### src/rtl/spi_shift_engine.sv
// rtl/spi_shift_engine.sv - SPI master shift engine fed by an external clock divider.
// Optional macro SPI_LSB_FIRST_EN selects LSB-first shifting on mosi and rx_data.
module spi_shift_engine #(
  parameter int DATA_WIDTH = 8
) (
  input  logic                  clk_in,
  input  logic                  sync_rst,
  input  logic                  cpol,
  input  logic                  cpha,
  input  logic                  sclk_in,
  output logic                  clk_en_out,
  input  logic                  tx_valid,
  input  logic [DATA_WIDTH-1:0] tx_data,
  output logic                  tx_ready,
  output logic                  rx_valid,
  output logic [DATA_WIDTH-1:0] rx_data,
  output logic                  busy,
  output logic                  sclk,
  output logic                  mosi,
  input  logic                  miso,
  output logic                  cs_n
);

  localparam int CNT_W = $clog2(2 * DATA_WIDTH) + 1;
  localparam logic [CNT_W-1:0] LAST_EDGE = CNT_W'(2 * DATA_WIDTH - 1);

  typedef enum logic [1:0] {
    S_IDLE,
    S_SETUP,
    S_SHIFT,
    S_DONE
  } state_t;

  state_t r_state;
  state_t w_next_state;

  logic                  r_cpol_l;
  logic                  r_cpha_l;
  logic                  r_sclk_q;
  logic                  r_mosi;
  logic [DATA_WIDTH-1:0] r_tx_shift;
  logic [DATA_WIDTH-1:0] r_rx_shift;
  logic [DATA_WIDTH-1:0] r_rx_data;
  logic [CNT_W-1:0]      r_edge_cnt;

  logic                  w_accept;
  logic                  w_edge;
  logic                  w_lead;
  logic                  w_trail;
  logic                  w_last_edge;
  logic                  w_sample;
  logic                  w_advance;
  logic                  w_tx_first;
  logic                  w_tx_cur;
  logic                  w_tx_next;
  logic [DATA_WIDTH-1:0] w_tx_shifted;
  logic [DATA_WIDTH-1:0] w_rx_shifted;
  logic [DATA_WIDTH-1:0] w_rx_next;

  // Bit ordering: the "current" bit of r_tx_shift is the one presented on mosi.
`ifdef SPI_LSB_FIRST_EN
  assign w_tx_first   = tx_data[0];
  assign w_tx_cur     = r_tx_shift[0];
  assign w_tx_next    = r_tx_shift[1];
  assign w_tx_shifted = {1'b0, r_tx_shift[DATA_WIDTH-1:1]};
  assign w_rx_shifted = {miso, r_rx_shift[DATA_WIDTH-1:1]};
`else
  assign w_tx_first   = tx_data[DATA_WIDTH-1];
  assign w_tx_cur     = r_tx_shift[DATA_WIDTH-1];
  assign w_tx_next    = r_tx_shift[DATA_WIDTH-2];
  assign w_tx_shifted = {r_tx_shift[DATA_WIDTH-2:0], 1'b0};
  assign w_rx_shifted = {r_rx_shift[DATA_WIDTH-2:0], miso};
`endif

  assign w_accept    = (r_state == S_IDLE) && tx_valid;
  assign w_edge      = (r_state == S_SHIFT) && (sclk_in != r_sclk_q);
  assign w_lead      = w_edge && (sclk_in != r_cpol_l);
  assign w_trail     = w_edge && (sclk_in == r_cpol_l);
  assign w_last_edge = w_edge && (r_edge_cnt == LAST_EDGE);
  assign w_sample    = r_cpha_l ? w_trail : w_lead;
  // In CPHA=0 the final trailing edge ends the word, so no further bit is shifted.
  assign w_advance   = r_cpha_l ? w_lead : (w_trail && !w_last_edge);
  assign w_rx_next   = w_sample ? w_rx_shifted : r_rx_shift;

  assign busy    = (r_state != S_IDLE);
  assign sclk    = (r_state == S_SHIFT) ? sclk_in : r_cpol_l;
  assign mosi    = r_mosi;
  assign rx_data = r_rx_data;

  always_ff @(posedge clk_in) begin
    if (sync_rst) begin
      r_state <= S_IDLE;
    end else begin
      r_state <= w_next_state;
    end
  end

  always_comb begin
    w_next_state = r_state;
    tx_ready     = 1'b0;
    cs_n         = 1'b1;
    clk_en_out   = 1'b0;
    rx_valid     = 1'b0;
    case (r_state)
      S_IDLE: begin
        tx_ready = 1'b1;
        if (tx_valid) begin
          w_next_state = S_SETUP;
        end
      end
      S_SETUP: begin
        cs_n         = 1'b0;
        clk_en_out   = 1'b1;
        w_next_state = S_SHIFT;
      end
      S_SHIFT: begin
        cs_n       = 1'b0;
        clk_en_out = 1'b1;
        if (w_last_edge) begin
          w_next_state = S_DONE;
        end
      end
      S_DONE: begin
        rx_valid     = 1'b1;
        w_next_state = S_IDLE;
      end
      default: begin
        w_next_state = S_IDLE;
      end
    endcase
  end

  always_ff @(posedge clk_in) begin
    if (sync_rst) begin
      r_cpol_l   <= cpol;
      r_cpha_l   <= 1'b0;
      r_sclk_q   <= cpol;
      r_mosi     <= 1'b0;
      r_tx_shift <= '0;
      r_rx_shift <= '0;
      r_rx_data  <= '0;
      r_edge_cnt <= '0;
    end else begin
      r_sclk_q <= sclk_in;
      // The idle level tracks cpol while idle and freezes once a word is accepted.
      if (r_state == S_IDLE) begin
        r_cpol_l <= cpol;
      end
      if (w_accept) begin
        r_cpha_l   <= cpha;
        r_tx_shift <= tx_data;
        r_mosi     <= w_tx_first;
        r_rx_shift <= '0;
        r_edge_cnt <= '0;
      end
      if (w_edge) begin
        r_edge_cnt <= r_edge_cnt + CNT_W'(1);
        r_rx_shift <= w_rx_next;
        if (w_advance) begin
          r_mosi     <= r_cpha_l ? w_tx_cur : w_tx_next;
          r_tx_shift <= w_tx_shifted;
        end
        if (w_last_edge) begin
          r_rx_data <= w_rx_next;
        end
      end
    end
  end

endmodule

### config.mk
export PLATFORM = sky130hd
export DESIGN_NAME = spi_shift_engine
export DESIGN_NICKNAME = d
export VERILOG_FILES = /design/src/rtl/spi_shift_engine.sv
export SDC_FILE = /design/constraint.sdc
export NUM_CORES = 1
export LEC_CHECK = 0
export ABC_CLOCK_PERIOD_IN_PS = 5100
export CORE_UTILIZATION = 35
export DETAILED_ROUTE_END_ITERATION = 16
export PLACE_DENSITY = 0.65
export SYNTH_ARGS = -nofsm -noshare
export SYNTH_HDL_FRONTEND = slang
export SYNTH_SLANG_ARGS = --single-unit
export TNS_END_PERCENT = 1
### constraint.sdc
create_clock -name clk_in -period 5.1 [get_ports clk_in]
set_input_delay 0.765 -clock clk_in [delete_from_list [all_inputs] [get_ports clk_in]]
set_output_delay 0.765 -clock clk_in [all_outputs]
set_load 0.03 [all_outputs]
==> qor.txt <==
========================================================================================
Outcome                                                                        completed
Via total after detailed routing                                                    1498
Total power divided by cell area                                            392.1 mW/mm^2
Type of the setup path with the least slack                                    in -> out
Num rows                                                                              25
Path depth of the worst reg2reg path                                                   6
Port bufs                                                                             29
Setup repair after global routing missed its margin                                false
DIE AREA                                                                    0.005479 mm^2
Post-synthesis async set-or-reset flop share                                          0%
Vias in the first global route                                                      1378
Clock network latency to the later pin of the worst-skew pair                    0.29 ns
Net count reported at finish                                                         255
Number of hold buffers added after CTS                                                 0
Final period utilization                                                          58.12%
Minimum hold slack                                                             0.4677 ns
Required @ worst endpoint                                                        4.34 ns
CTS buffer count                                                                       5
Pins over their slew limit                                                             0
Synthesized-area fraction occupied by xor and xnor cells                          1.378%
Global-route total usage across every layer                                       14.59%
Most used DFF post-synth                                                    sky130_fd_sc_hd__dfxtp_1
Post-synthesis instance total                                                        210
Worst slew margin relative to its limit                                           40.21%
F_max                                                                          337.4 MHz
Area used by multi-input combinational logic                                0.001018 mm^2
Inserted Diodes                                                                        0
Fraction of the mapped netlist area in simple logic gates                         19.30%
Hold path startpoint                                                        r_tx_shift[1]$_SDFF_PP0_
Total power                                                                     880.5 uW
Cell types occupying the most area after synthesis                          sky130_fd_sc_hd__dfxtp_1, sky130_fd_sc_hd__a21oi_1, sky130_fd_sc_hd__mux2i_1
R2r endpoint                                                                r_edge_cnt[2]$_SDFFE_PP0P_
Vias per cell                                                                      4.960
Endpoint kind of the worst setup timing path                                primary output
Count leader, synth                                                         sky130_fd_sc_hd__a21oi_1
End point of the worst hold path                                            r_tx_shift[2]$_SDFF_PP0_
Synth area leader                                                           sky130_fd_sc_hd__dfxtp_1
Reg-to-reg critical path startpoint                                         r_state[0]$_SDFFE_PP0P_
Initial core utilization                                                          37.45%
CP Launch Type                                                                input port
Number of buffers inserted to repair setup after CTS                                   0
Drt total wl                                                                    3.626 mm
Crit path setup slack, layout                                                   2.136 ns
Average cell area after synthesis                                             8.645 um^2
Count of max-cap constraint violations                                                 0
Area overhead of the layout relative to synthesis                                 23.71%
Largest family of logic cells by synthesized area                           compound AO/OA/AOI/OAI gates
Category of cells accounting for the largest share of critical-path delay   buffers and inverters
Number of buffer and inverter stages on the critical path                              2
Data arrival time at the worst-slack endpoint                                    2.20 ns
Number of instances resized during post-cts repair                                     0
Worst reg2reg setup slack                                                        2.69 ns
Total setup violations reported at the end of the flow                                 0
Yosys reg bits                                                                        35
Number of detailed-route iterations in the first pass                                  4
Source of the critical timing path                                               sclk_in
Number of synthesized flops with an enable pin                                         1
Final-layout fill cell count                                                         486
Standard cell with the maximum stage delay on the critical path             sky130_fd_sc_hd__clkdlybuf4s50_1
Placed wire-length estimate after detailed placement                            2.457 mm
Total DRC errors in the routed layout                                                  0
Number of nets with antenna violations after detailed routing                          0
Delay of the slowest cell on the worst path                                      0.66 ns
Master cell of the clock root buffer                                        sky130_fd_sc_hd__clkbuf_8
Worst hold path type                                                          reg -> reg
Multiplexer fraction of the synthesized cell area                                 10.96%
Count of routing violations after the opening detailed-route iteration                61
Cell Chain, Critical Path                                                   clkdlybuf4s50_1 > mux2_2 > clkdlybuf4s50_1
Leakage power total                                                         0.0008144 uW
Largest fanout on the critical path                                                    7
Compound-cell area share of the yosys netlist                                     20.33%
Cell with the most instances on the worst path                              sky130_fd_sc_hd__clkdlybuf4s50_1
Antenna violations before repair                                                       0
Top-level I/O count                                                                   30
Max rail drop VDD                                                              0.2440 mV
Number of cells traversed by the worst hold path                                       2
Area share of fa/ha/maj cells after synthesis                                     4.135%
Number of warning messages in the yosys log                                            0
Sequential standard cell area                                                 710.7 um^2
DIE WIDTH                                                                       74.02 um
Total negative setup slack                                                          0 ns
Number of clock sinks                                                                 35
Avg WL per Cell                                                                 12.01 um
Clock slew seen by the registers of the worst setup and hold paths               0.08 ns
Portion of synthesized cell area occupied by the leading cell type                37.49%
Top post-synthesis cells by count                                           sky130_fd_sc_hd__a21oi_1, sky130_fd_sc_hd__dfxtp_1, sky130_fd_sc_hd__nand2_1
Maximum number of buffers from clock root to sink                                      2
Synthesized net count                                                                231
Pin count of the biggest net entering global routing                                  45
Total core area                                                             0.004848 mm^2
Global-route wire length before repair                                          6.182 mm
Fraction of final layout cells sized beyond drive strength 1                      8.936%
Final GP Congestion                                                               0.7194
TritonCTS clock tree                                                                 yes
Synth unique cells                                                                    37
Final number of hold-violating endpoints                                               0
Transition at the pin with the smallest max-transition slack                   0.8938 ns
Depth of the CTS H-tree                                                                2
Height of the die                                                               74.02 um
Remaining global-route overflow                                                        0
Final worst path period need                                                    2.964 ns
Combined area of all synthesized cells                                      0.001815 mm^2
Worst setup slack after placement                                               2.106 ns
Post-Route Skew                                                               0.01379 ns
Sequential fraction of the synthesis area                                         39.15%
========================================================================================
[layout make-up]
| class | instances | area share, % |
|---|---|---|
| multi-input cells | 156 | 45.35 |
| repair buffers | 30 | 13.26 |
| clock buffers | 5 | 3.064 |
| well taps | 67 | 3.733 |
| inverters | 6 | 1.003 |
| clock inverters | 3 | 1.950 |
| flip-flops and latches | 35 | 31.64 |
[worst min-delay path, cell delays in order, from the launching register on]
cell                       delay [ns]
sky130_fd_sc_hd__dfxtp_1         0.31
sky130_fd_sc_hd__nand2b_1        0.07
sky130_fd_sc_hd__mux2i_1         0.06
[where the power goes]
group | switching (uW) | internal [uW]
Sequential | 25.3 | 307
Combinational | 173 | 126
Clock | 105 | 145
[per-stage QoR]
stage	area [um^2]	util, %	cells
6_report	2246	46.32	302
3_5_place_dp	2133	44.00	294
5_1_grt	2246	46.32	302
3_3_place_gp	2133	44.00	294
4_1_cts	2246	46.32	302
2_1_floorplan	1815	-	210
[flip-flops by register name, indices dropped and copies added, names as in the netlist]
register	flops
r_rx_shift	8
r_tx_shift	8
rx_data	8
r_edge_cnt	5
r_state	2
mosi	1
r_cpha_l	1
r_cpol_l	1
r_sclk_q	1
[kinds of logic (layout without fill, tap and decap cells)]
kind of cell / after synthesis / in the layout
AND/OR/NAND/NOR: 70 / 70
AO/OA/AOI/OAI: 60 / 60
flip-flops: 35 / 35
buffers and inverters: 19 / 44
multiplexers: 18 / 18
adder cells (fa/ha/maj): 6 / 6
XOR/XNOR: 2 / 2
[cells in the final DEF, fill, tap and decap left out, types with 3 or more instances in the layout]
cell                              instances
sky130_fd_sc_hd__nand3_1                  6
sky130_fd_sc_hd__or3_1                    7
sky130_fd_sc_hd__mux2_2                   3
sky130_fd_sc_hd__inv_1                    6
sky130_fd_sc_hd__clkdlybuf4s50_1         29
sky130_fd_sc_hd__a211oi_1                 7
sky130_fd_sc_hd__ha_1                     6
sky130_fd_sc_hd__nor2_1                  11
sky130_fd_sc_hd__clkbuf_8                 5
sky130_fd_sc_hd__mux2i_1                 12
sky130_fd_sc_hd__nand2_1                 22
sky130_fd_sc_hd__dfxtp_1                 34
sky130_fd_sc_hd__a21oi_1                 37
sky130_fd_sc_hd__nand2b_1                11
sky130_fd_sc_hd__o21ai_0                  8
[worst max path at each step]
stage	to	slack, ns	depth (start not counted)
final	sclk	2.14	3
after global routing	sclk	2.07	4
after CTS	sclk	2.13	3
after detailed placement	r_state[1]$_SDFFE_PP0P_	2.11	5
after global placement	r_rx_shift[0]$_SDFFE_PP0P_	2.11	5
after floorplan	busy	3.06	4
[routing by layer]
layer	track usage, %	up-vias	share of wire (%)	wire, um
li1	-	776	-	-
met1	17.84	692	50	1814
met2	24.24	23	45	1624
met3	3.252	7	3.1	113
met4	7.051	0	2.0	73
met5	0	-	0	0
No activity file was read; power rests on OpenSTA's default activity.
